`src/rtl/pipe_ctrl_pkg.sv`:
```
// Shared types and constants for the pipeline control blocks.
package pipe_ctrl_pkg;

  typedef enum logic [1:0] {
    RUN      = 2'd0,
    MEM_WAIT = 2'd1,
    ABORT    = 2'd2
  } state_e;

  localparam logic [4:0] REG_ZERO = 5'd0;

endpackage

```
`src/rtl/load_use_detect.sv`:
```
// Combinational load-use compare of decode sources against the load destination in execute.
module load_use_detect
  import pipe_ctrl_pkg::*;
(
  input  logic [4:0] i_id_rs,
  input  logic [4:0] i_id_rt,
  input  logic       i_id_uses_rs,
  input  logic       i_id_uses_rt,
  input  logic       i_ex_memread,
  input  logic [4:0] i_ex_writereg,
  output logic       o_hazard
);

  logic w_rs_hit;
  logic w_rt_hit;

  assign w_rs_hit = i_id_uses_rs && (i_id_rs == i_ex_writereg);
  assign w_rt_hit = i_id_uses_rt && (i_id_rt == i_ex_writereg);

  // Writes to r0 are discarded, so a load into r0 never creates a dependency.
  assign o_hazard = i_ex_memread && (i_ex_writereg != REG_ZERO) && (w_rs_hit || w_rt_hit);

endmodule

```
`src/rtl/hazard_ctrl.sv`:
```
// Hazard and stall sequencer: load-use stalls, branch flushes, memory freeze with timeout abort.
module hazard_ctrl
  import pipe_ctrl_pkg::*;
#(
  parameter int unsigned TIMEOUT     = 16,
  parameter int unsigned STALL_CNT_W = 16
) (
  input  logic                   clk,
  input  logic                   reset,
  input  logic [4:0]             i_id_rs,
  input  logic [4:0]             i_id_rt,
  input  logic                   i_id_uses_rs,
  input  logic                   i_id_uses_rt,
  input  logic                   i_ex_memread,
  input  logic [4:0]             i_ex_writereg,
  input  logic                   i_ex_branch_taken,
  input  logic                   i_dmem_req_m,
  input  logic                   i_dmem_ready,
  output logic                   o_stall_f,
  output logic                   o_stall_d,
  output logic                   o_stall_e,
  output logic                   o_stall_m,
  output logic                   o_clr_d,
  output logic                   o_clr_e,
  output logic                   o_clr_m,
  output logic                   o_clr_w,
  output logic                   o_mem_err,
  output logic [STALL_CNT_W-1:0] o_stall_cycles
);

  localparam int unsigned WCNT_W = (TIMEOUT > 2) ? $clog2(TIMEOUT) : 1;
  localparam logic [WCNT_W-1:0] WCNT_LAST = WCNT_W'(TIMEOUT - 1);

  state_e                 r_state;
  state_e                 w_state_next;
  logic [WCNT_W-1:0]      r_wait_cnt;
  logic [WCNT_W-1:0]      w_wait_cnt_next;
  logic [STALL_CNT_W-1:0] r_stall_cycles;
  logic                   w_freeze;
  logic                   w_load_use;

  load_use_detect u_load_use_detect (
    .i_id_rs       (i_id_rs),
    .i_id_rt       (i_id_rt),
    .i_id_uses_rs  (i_id_uses_rs),
    .i_id_uses_rt  (i_id_uses_rt),
    .i_ex_memread  (i_ex_memread),
    .i_ex_writereg (i_ex_writereg),
    .o_hazard      (w_load_use)
  );

  assign w_freeze = ((r_state == RUN) && i_dmem_req_m && !i_dmem_ready) ||
                    ((r_state == MEM_WAIT) && !i_dmem_ready);

  always_ff @(posedge clk or posedge reset) begin
    if (reset) begin
      r_state    <= RUN;
      r_wait_cnt <= '0;
    end else begin
      r_state    <= w_state_next;
      r_wait_cnt <= w_wait_cnt_next;
    end
  end

  always_comb begin
    w_state_next    = r_state;
    w_wait_cnt_next = r_wait_cnt;
    unique case (r_state)
      RUN: begin
        if (w_freeze) begin
          w_state_next    = MEM_WAIT;
          w_wait_cnt_next = WCNT_W'(1);
        end
      end
      MEM_WAIT: begin
        // Ready is checked first so a completion on the last allowed cycle never aborts.
        if (i_dmem_ready) begin
          w_state_next    = RUN;
          w_wait_cnt_next = '0;
        end else if (r_wait_cnt == WCNT_LAST) begin
          w_state_next    = ABORT;
          w_wait_cnt_next = '0;
        end else begin
          w_wait_cnt_next = r_wait_cnt + WCNT_W'(1);
        end
      end
      ABORT: begin
        w_state_next    = RUN;
        w_wait_cnt_next = '0;
      end
      default: begin
        w_state_next    = RUN;
        w_wait_cnt_next = '0;
      end
    endcase
  end

  always_comb begin
    o_stall_f = 1'b0;
    o_stall_d = 1'b0;
    o_stall_e = 1'b0;
    o_stall_m = 1'b0;
    o_clr_d   = 1'b0;
    o_clr_e   = 1'b0;
    o_clr_m   = 1'b0;
    o_clr_w   = 1'b0;
    o_mem_err = 1'b0;
    if (!reset) begin
      if (r_state == ABORT) begin
        o_stall_f = 1'b1;
        o_clr_d   = 1'b1;
        o_clr_e   = 1'b1;
        o_clr_m   = 1'b1;
        o_clr_w   = 1'b1;
        o_mem_err = 1'b1;
      end else if (w_freeze) begin
        // MEM/WB has no enable; clearing it stops the frozen load writing back twice.
        o_stall_f = 1'b1;
        o_stall_d = 1'b1;
        o_stall_e = 1'b1;
        o_stall_m = 1'b1;
        o_clr_w   = 1'b1;
      end else if (i_ex_branch_taken) begin
        o_clr_d = 1'b1;
        o_clr_e = 1'b1;
      end else if (w_load_use) begin
        o_stall_f = 1'b1;
        o_stall_d = 1'b1;
        o_clr_e   = 1'b1;
      end
    end
  end

  always_ff @(posedge clk or posedge reset) begin
    if (reset) begin
      r_stall_cycles <= '0;
    end else if (o_stall_f && (r_stall_cycles != '1)) begin
      r_stall_cycles <= r_stall_cycles + STALL_CNT_W'(1);
    end
  end

  assign o_stall_cycles = r_stall_cycles;

endmodule

```
`config.mk`:
```
export PLATFORM = sky130hd
export DESIGN_NAME = hazard_ctrl
export DESIGN_NICKNAME = d
export VERILOG_FILES = /design/src/rtl/pipe_ctrl_pkg.sv /design/src/rtl/load_use_detect.sv /design/src/rtl/hazard_ctrl.sv
export SDC_FILE = /design/constraint.sdc
export NUM_CORES = 1
export LEC_CHECK = 0
export BUFFER_PORTS_ARGS = -buffer_cell sky130_fd_sc_hd__buf_4
export CAP_MARGIN = 20
export CORE_MARGIN = 2
export CORE_UTILIZATION = 45
export CTS_BUF_LIST = sky130_fd_sc_hd__clkbuf_16
export CTS_CLUSTER_DIAMETER = 150
export DETAILED_ROUTE_END_ITERATION = 10
export PLACE_DENSITY = 0.74
export SLEW_MARGIN = 15
export SYNTH_ARGS = -nofsm -noshare
export SYNTH_HDL_FRONTEND = slang
export SYNTH_SLANG_ARGS = --single-unit
```
`constraint.sdc`:
```
create_clock -name clk -period 2.4 [get_ports clk]
set_input_delay 0.36 -clock clk [delete_from_list [all_inputs] [get_ports clk]]
set_output_delay 0.36 -clock clk [all_outputs]
set_load 0.05 [all_outputs]
```
==> flow_summary_export.csv, run 1 <==
group,metric,value,unit
outcome,run_status,"finished, final reports clean",
cts,post_cts_buffers,0,
sta,whs,0.203,ns
setup_path,cp-end-kind,"output pin",
detailed_routing,vias_per_cell,5.41,
setup_path,critPathMaxStageDelay,0.47,ns
cts,clk_latency,0.25,ns
power_and_ir_drop,p_switching,0.653,mW
power_and_ir_drop,power_density,930,nW/um2
setup_path,cp_common_cell,"a21o_1",
global_route,antenna_found_initial,0,
setup_path,cp_num_buf_inv,1,
cts,cts_buffers,3,
yosys,synth.distinct_cells,35,
sta,drv_slew,0,
detailed_routing,drt-initial-drc-count,55,
cts,cts.htree.levels,1,
sta,finalCritPeriodShare,91.7,%
global_route,grt_max_degree,24,
sta,min_period,2.20,ns
flow_run,cap_violations,0,
detailed_routing,drt_wl_total,3170,um
placement,numPortBuffers,47,
sta,setup_viol,0,
power_and_ir_drop,combPwrFrac,40.2,%
placement,dpl_cell_area,1700,um2
sta,fin_skew,0.00230,ns
detailed_routing,wl_per_cell,14.8,um
yosys,ys.flop_type,"dfrtp_1",
detailed_routing,ant_nets,0,
finish,drive_gt1_share,35.0,%
sta,relSlewSlack,75.2,%
yosys,synth_edf_count,0,
cts,ctsHoldBuffers,0,
setup_path,cpLargestDelayFamily,"flip-flops",
cts,ctsResizeCount,0,
cts,root_buffer,"clkbuf_16",
power_and_ir_drop,netSwitchingFraction,38.9,%
yosys,syn_inst,136,
detailed_routing,dr.pass1.iters,4,
setup_path,crit_arrival,1.84,ns
power_and_ir_drop,internal_power,1.02,mW
setup_path,cp.required,2.04,ns
power_and_ir_drop,power.share.sequential,32.0,%
setup_path,cp_max_fo,10,
setup_path,r2r_slack,0.41,ns
setup_path,crit_slowest_cell,"dfrtp_1",
detailed_routing,drc,0,
sta,hold_viol,0,
sta,rsz0062_at_grt,"false",
finish,area.growth.synth_to_final,36.0,%
power_and_ir_drop,ir_drop,966,uV
placement,gp_congestion,0.764,
yosys,async_reset_ff_share,100,%
yosys,synth_area,1330,um2
cts,clk_path_buf_depth,2,
finish,n_antenna_cell,0,
detailed_routing,vias,1157,
cts,clk_pin_slew,0.06,ns
sta,tightest_slew,0.368,ns
global_route,globalRoute.totalOverflow,0,
yosys,synthesis.nets,161,
finish,mostFrequentLayoutCells,"50 x buf_4, 25 x xnor2_1, 22 x dfrtp_1, 11 x nand4_1, 9 x nor2_1",
floorplan,rows,19,
cts,cts_tree,"done",
sta,fmax,454,MHz
floorplan,die_w,58.3,um
setup_path,crit_path_cell_trace,"nor2b_1 > and2_2 > a21o_1 > a21o_1 > buf_4",
yosys,ys_seq_elements,22,
floorplan,pin_count,48,
floorplan,start_util,47.7,%
placement,dp_hpwl,2390,um
power_and_ir_drop,leakagePower,0.844,nW
finish,fin_area,1800,um2
floorplan,die_height,58.3,um
cts,cts_sinks,22,
setup_path,crit_type,"register to output pin",
yosys,syn_avg_cell_area,9.75,um2
global_route,grt_first_pass_wirelength,5490,um
global_route,grt_usage,21.0,%
global_route,grt_pass1_vias,1197,
min_path,min-delay-path-class,"input pin to asynchronous set/reset pin",
floorplan,coreArea,2780,um2
finish,nets,209,
finish,layout_commonest_cell,"buf_4",
power_and_ir_drop,p_clk_share,27.7,%
yosys,yosysWarnings,0,
yosys,yosysSeqAreaShare,41.5,%
setup_path,start_kind,"register",
floorplan,dieArea,3400,um2
worst min-delay path, stage by stage:
cell	delay, ns
buf_4	0.14
clkinvlp_4	0.06
buf_4	0.28
flip-flops by register name, indices dropped and copies added (netlist names):
register,count
o_stall_cycles,16
r_state,2
r_wait_cnt,4
per-stage QoR:
step | instances | TNS, ns | utilization (%) | setup WS, ns | power (mW)
final | 214 | 0 | 64.9 | 0.199 | 1.68
after global placement | 210 | 0 | 61.1 | 0.290 | 1.20
after detailed placement | 210 | 0 | 61.1 | 0.261 | 1.22
after floorplan | 136 | -0.0443 | - | -0.0443 | 1.01
after CTS | 214 | 0 | 64.9 | 0.211 | 1.69
after global routing | 214 | 0 | 64.9 | 0.0948 | 1.76
synthesized netlist by cell type (2+ instances only):
library cell / n / area (um2)
dfrtp_1: 22 / 551
xor2_1: 2 / 17.5
nor2_1: 9 / 33.8
o21ai_0: 2 / 10.0
inv_1: 2 / 7.51
nand3_1: 7 / 35.0
xnor2_1: 25 / 219
nor3_1: 3 / 15.0
nor3b_1: 2 / 15.0
and3_1: 3 / 18.8
nand2b_1: 2 / 12.5
ha_1: 2 / 25.0
a21o_1: 2 / 15.0
buf_2: 2 / 10.0
buf_4: 4 / 30.0
and2_1: 2 / 12.5
a22oi_1: 2 / 15.0
and3_2: 5 / 37.5
o31ai_1: 2 / 15.0
nand2_1: 7 / 26.3
o21a_1: 2 / 15.0
nand4_1: 11 / 68.8
nor2b_1: 4 / 25.0
final timing paths:
check	startpoint	endpoint	cells past startpoint
worst min-delay path	reset	r_state[0]	3
worst min register to register	o_stall_cycles[15]	o_stall_cycles[15]	1
max in group asynchronous	reset	o_stall_cycles[1]	3
worst max-delay path	r_state[1]	o_stall_f	5
min in group clk	i_dmem_ready	r_state[1]	3
worst max register to register	o_stall_cycles[2]	o_stall_cycles[1]	6
cell families (layout without fill, tap and decap cells):
| family | after synthesis | count (layout) | synth area share (%) |
|---|---|---|---|
| AND/OR/NAND/NOR | 60 | 60 | 25.6 |
| XOR/XNOR | 27 | 27 | 17.8 |
| flip-flops | 22 | 22 | 41.5 |
| AO/OA/AOI/OAI | 15 | 15 | 7.92 |
| buffers and inverters | 9 | 56 | 4.43 |
| adder cells (fa/ha/maj) | 2 | 2 | 1.89 |
| multiplexers | 1 | 1 | 0.849 |
layer usage:
layer | GRT usage (%) | routed length (um)
met1 | 26.8 | 1330
met4 | 6.98 | 37
met3 | 2.64 | 97
met5 | 0 | 0
met2 | 36.6 | 1710
power by group through the flow:
stage | combinational [mW] | clock (mW) | sequential [mW]
final | 0.675 | 0.465 | 0.538
after global routing | 0.718 | 0.488 | 0.554
after CTS | 0.678 | 0.472 | 0.539
after detailed placement | 0.677 | 0 | 0.543
after global placement | 0.664 | 0 | 0.538
after floorplan | 0.347 | 0 | 0.667
final cells by class:
| type | instances | area [um2] |
|---|---|---|
| fillers | 229 | 977 |
| multi-input cells | 105 | 723 |
| flip-flops and latches | 22 | 551 |
| well taps | 31 | 38.8 |
| inverters | 2 | 11.3 |
| repair buffers | 50 | 375 |
| clock buffers | 3 | 75.1 |
| clock inverters | 1 | 30.0 |
Power figures use the tool's default switching activity.
==> run 2: changes to the inputs <==
- CORE_UTILIZATION: 45 -> 40
- PLACE_DENSITY: 0.74 -> 0.67
==> flow_summary_export.csv, run 2 (synthesis gave the netlist of run 1 again) <==
group,metric,value,unit
outcome,run_status,"finished, final reports clean",
global_route,grt_usage,16.9,%
placement,gp_congestion,0.787,
sta,fin_skew,0.00443,ns
detailed_routing,vias,1135,
placement,placedCellCount,223,
finish,mostFrequentLayoutCells,"50 x buf_4, 25 x xnor2_1, 22 x dfrtp_1, 11 x nand4_1, 9 x nor2_1",
finish,final_cells,227,
setup_path,cp-end-kind,"output pin",
cts,ctsResizeCount,0,
global_route,globalRoute.totalOverflow,0,
sta,fmax,472,MHz
power_and_ir_drop,netSwitchingFraction,38.4,%
power_and_ir_drop,power_density,915,nW/um2
power_and_ir_drop,combPwrFrac,40.3,%
global_route,antenna_found_initial,0,
floorplan,die_w,61.6,um
flow_run,cap_violations,0,
floorplan,rows,20,
cts,cts_sinks,22,
min_path,min-delay-path-class,"input pin to asynchronous set/reset pin",
sta,setup_viol,0,
cts,root_buffer,"clkbuf_16",
detailed_routing,drc,0,
sta,drv_slew,0,
power_and_ir_drop,leakagePower,0.844,nW
cts,post_cts_buffers,0,
power_and_ir_drop,ir_drop,527,uV
setup_path,r2r_slack,0.48,ns
setup_path,cp_max_fo,9,
sta,min_period,2.12,ns
placement,numPortBuffers,47,
cts,clk_path_buf_depth,2,
cts,clk_pin_slew,0.06,ns
floorplan,start_util,42.7,%
finish,n_fill_cell,303,
setup_path,crit_type,"register to output pin",
detailed_routing,dr.pass1.iters,2,
finish,nets,209,
placement,dp_hpwl,2360,um
detailed_routing,drt_wl_total,2930,um
power_and_ir_drop,p_switching,0.639,mW
finish,largest_register_ffs,16,
floorplan,pin_count,48,
global_route,grt_max_degree,23,
finish,layout_commonest_cell,"buf_4",
cts,cts_buffers,3,
cts,ctsHoldBuffers,0,
sta,finalCritPeriodShare,88.3,%
finish,area.growth.synth_to_final,37.3,%
setup_path,start_kind,"register",
setup_path,cp.required,2.04,ns
cts,cts_tree,"done",
sta,tightest_slew,0.351,ns
sta,rsz0062_at_grt,"false",
power_and_ir_drop,p_clk_share,27.4,%
power_and_ir_drop,internal_power,1.03,mW
sta,hold_viol,0,
detailed_routing,wl_per_cell,12.9,um
setup_path,crit_arrival,1.76,ns
floorplan,coreArea,3100,um2
global_route,grt_first_pass_wirelength,4720,um
finish,drive_gt1_share,35.0,%
detailed_routing,vias_per_cell,5.00,
floorplan,dieArea,3790,um2
cts,clk_latency,0.25,ns
sta,fin_setup_tns,0,ns
power_and_ir_drop,power.share.sequential,32.3,%
sta,relSlewSlack,76.4,%
floorplan,die_height,61.6,um
detailed_routing,ant_nets,0,
global_route,grt_pass1_vias,1086,
finish,n_antenna_cell,0,
power_and_ir_drop,finalPower,1.67,mW
cts,cts.htree.levels,1,
detailed_routing,drt-initial-drc-count,42,
-- run 2: cell counts in the layout (fill, tap and decap cells not counted) --
Identical to the previous run, type by type.
-- run 2: cell type report --
class                      instances  area (um2)  share of cell area, %
clock buffer                       3        75.1                   4.12
clock inverter                     1        30.0                   1.65
timing repair buffer              50         375                   20.6
sequential                        22         551                   30.2
multi-input combinational        105         723                   39.7
inverter                           2        11.3                  0.619
tap                               44        55.1                   3.02
-- run 2: per-stage QoR --
| stage | worst slack, ns | hold slack (ns) | instance area, um2 | utilization, % |
|---|---|---|---|---|
| 6_report | 0.280 | 0.213 | 1820 | 58.7 |
| 5_1_grt | 0.158 | 0.240 | 1820 | 58.7 |
| 4_1_cts | 0.264 | 0.222 | 1820 | 58.7 |
| 3_5_place_dp | 0.352 | 0.490 | 1720 | 55.3 |
| 3_3_place_gp | 0.350 | 0.484 | 1720 | 55.3 |
| 2_1_floorplan | -0.0443 | 0.232 | 1340 | - |
-- run 2: worst paths after layout --
check	startpoint	cells after the start	endpoint
hold / removal	reset	3	o_stall_cycles[10]
hold reg to reg	o_stall_cycles[14]	1	o_stall_cycles[14]
min in group clk	i_dmem_ready	3	r_state[1]
setup / recovery	r_state[1]	5	o_stall_f
setup reg to reg	o_stall_cycles[2]	6	o_stall_cycles[1]
max in group asynchronous	reset	3	o_stall_cycles[0]
-- run 2: power by group through the flow --
| stage | Combinational [mW] | Sequential, mW | Clock (mW) |
|---|---|---|---|
| finish | 0.671 | 0.538 | 0.456 |
| detailed placement | 0.677 | 0.545 | 0 |
| CTS | 0.678 | 0.540 | 0.467 |
| floorplan | 0.347 | 0.667 | 0 |
| global route | 0.718 | 0.552 | 0.486 |
| global placement | 0.665 | 0.540 | 0 |
-- run 2: layer usage --
| metal | part of all wire, % | global-route usage, % |
|---|---|---|
| met5 | 0 | 0 |
| met4 | 1.3 | 5.47 |
| met3 | 4.0 | 5.25 |
| met1 | 43 | 19.4 |
| met2 | 51 | 29.8 |
-- run 2: critical path: stages, from the launching register on --
cell and delay, ns:
dfrtp_1 0.47, nor2b_1 0.19, and2_2 0.23, a21o_1 0.18
a21o_1 0.23, buf_4 0.22
==> run 3: changes to the inputs <==
- MAX_ROUTING_LAYER: default -> met4
- PLACE_DENSITY: 0.67 -> 0.72
==> flow_summary_export.csv, run 3 (synthesis gave the netlist of run 1 again) <==
group,metric,value,unit
power_and_ir_drop,power_density,867,nW/um2
placement,placedCellCount,223,
detailed_routing,dr.pass1.iters,4,
detailed_routing,vias_per_cell,5.15,
placement,gp_congestion,0.823,
setup_path,critPathMaxStageDelay,0.48,ns
power_and_ir_drop,internal_power,0.913,mW
floorplan,rows,20,
flow_run,cap_violations,0,
sta,tightest_slew,0.397,ns
power_and_ir_drop,finalPower,1.55,mW
sta,fin_skew,0.00187,ns
power_and_ir_drop,power.share.sequential,34.8,%
setup_path,crit_path_cell_trace,"nor2b_1 > and2_2 > a21o_1 > a21o_1 > buf_4",
finish,n_fill_cell,285,
setup_path,cp_num_buf_inv,1,
sta,whs,0.211,ns
setup_path,start_kind,"register",
cts,post_cts_buffers,0,
global_route,grt_first_pass_wirelength,5130,um
sta,setup_viol,0,
detailed_routing,vias,1163,
finish,n_antenna_cell,0,
detailed_routing,ant_nets,0,
power_and_ir_drop,leakagePower,0.829,nW
floorplan,coreArea,3100,um2
detailed_routing,wl_per_cell,13.5,um
setup_path,crit_slowest_cell,"dfrtp_1",
global_route,grt_max_degree,24,
sta,fmax,458,MHz
finish,final_cells,226,
setup_path,cp.required,2.04,ns
min_path,min-delay-path-class,"input pin to asynchronous set/reset pin",
cts,cts_tree,"done",
global_route,antenna_found_initial,0,
floorplan,dieArea,3790,um2
outcome,run_status,"finished, final reports clean",
cts,clk_pin_slew,0.06,ns
floorplan,die_height,61.6,um
sta,relSlewSlack,73.3,%
finish,largest_register_ffs,16,
cts,root_buffer,"clkbuf_16",
finish,drive_gt1_share,34.6,%
detailed_routing,drc,0,
setup_path,cp_common_cell,"a21o_1",
detailed_routing,drt-initial-drc-count,41,
sta,fin_setup_tns,0,ns
floorplan,die_w,61.6,um
cts,clk_path_buf_depth,2,
floorplan,start_util,42.7,%
power_and_ir_drop,ir_drop,645,uV
setup_path,cpLargestDelayFamily,"flip-flops",
setup_path,crit_type,"register to output pin",
power_and_ir_drop,combPwrFrac,43.3,%
cts,ctsResizeCount,0,
sta,drv_slew,0,
global_route,grt_pass1_vias,1129,
cts,cts.htree.levels,1,
placement,numPortBuffers,47,
setup_path,cp_max_fo,10,
sta,hold_viol,0,
setup_path,crit_arrival,1.82,ns
sta,rsz0062_at_grt,"false",
power_and_ir_drop,netSwitchingFraction,41.2,%
cts,clk_latency,0.25,ns
cts,cts_sinks,22,
finish,area.growth.synth_to_final,35.0,%
finish,mostFrequentLayoutCells,"50 x buf_4, 25 x xnor2_1, 22 x dfrtp_1, 11 x nand4_1, 9 x nor2_1",
power_and_ir_drop,p_switching,0.639,mW
cts,cts_buffers,3,
finish,utilization,57.7,%
placement,dp_hpwl,2380,um
finish,nets,209,
global_route,globalRoute.totalOverflow,0,
global_route,grt_usage,18.8,%
floorplan,pin_count,48,
detailed_routing,drt_wl_total,3050,um
power_and_ir_drop,p_clk_share,21.9,%
sta,min_period,2.18,ns
sta,finalCritPeriodShare,91.0,%
cts,ctsHoldBuffers,0,
finish,layout_commonest_cell,"buf_4",
setup_path,cp-end-kind,"output pin",
==> run 3: changes by cell type in the layout (fill, tap and decap cells not counted), sizes merged <==
cell,before,now
bufinv,1,0
==> run 3: path summary, 6_finish.rpt <==
path | start | endpoint | slack [ns] | cells after the start
worst min-delay path | reset | r_wait_cnt[0] | 0.21 | 3
worst max register to register | o_stall_cycles[2] | o_stall_cycles[1] | 0.35 | 6
worst max-delay path | r_state[1] | o_stall_f | 0.22 | 5
min in group clk | i_dmem_ready | r_state[1] | 0.42 | 3
max in group asynchronous | reset | o_stall_cycles[11] | 1.95 | 3
worst min register to register | o_stall_cycles[15] | o_stall_cycles[15] | 0.50 | 1
==> run 3: cell type report <==
class                   instances  area (um2)  share of cell area (%)
multi-input cells             105         723                    40.4
flip-flops and latches         22         551                    30.7
well taps                      44        55.1                    3.07
repair buffers                 50         375                    21.0
inverters                       2        11.3                   0.629
clock buffers                   3        75.1                    4.19
==> run 3: metrics by stage <==
| stage | area (um2) | setup slack (ns) |
|---|---|---|
| 2_1_floorplan | 1340 | -0.0443 |
| 4_1_cts | 1790 | 0.216 |
| 6_report | 1790 | 0.216 |
| 3_3_place_gp | 1720 | 0.282 |
| 5_1_grt | 1790 | 0.0499 |
| 3_5_place_dp | 1720 | 0.278 |
==> run 3: worst reg2reg max path: cells and delay by family (launching register included) <==
family | cells | cell delay, ns
simple gates | 5 | 1.20
mux | 1 | 0.34
flops | 1 | 0.40
==> run 3: power groups by stage <==
stage | logic (mW) | clock network, mW | registers, mW
after floorplan | 0.347 | 0 | 0.667
after global placement | 0.668 | 0 | 0.537
after detailed placement | 0.676 | 0 | 0.542
after CTS | 0.678 | 0.349 | 0.537
after global routing | 0.723 | 0.369 | 0.552
final | 0.673 | 0.340 | 0.540
==> run 3: layer usage <==
layer | routed length [um] | vias to the layer above | global-route usage [%]
met5 | 0 | - | -
met4 | 15 | 0 | 4.86
met3 | 100 | 2 | 5.67
met2 | 1630 | 15 | 30.2
met1 | 1300 | 576 | 23.1
li1 | - | 570 | -
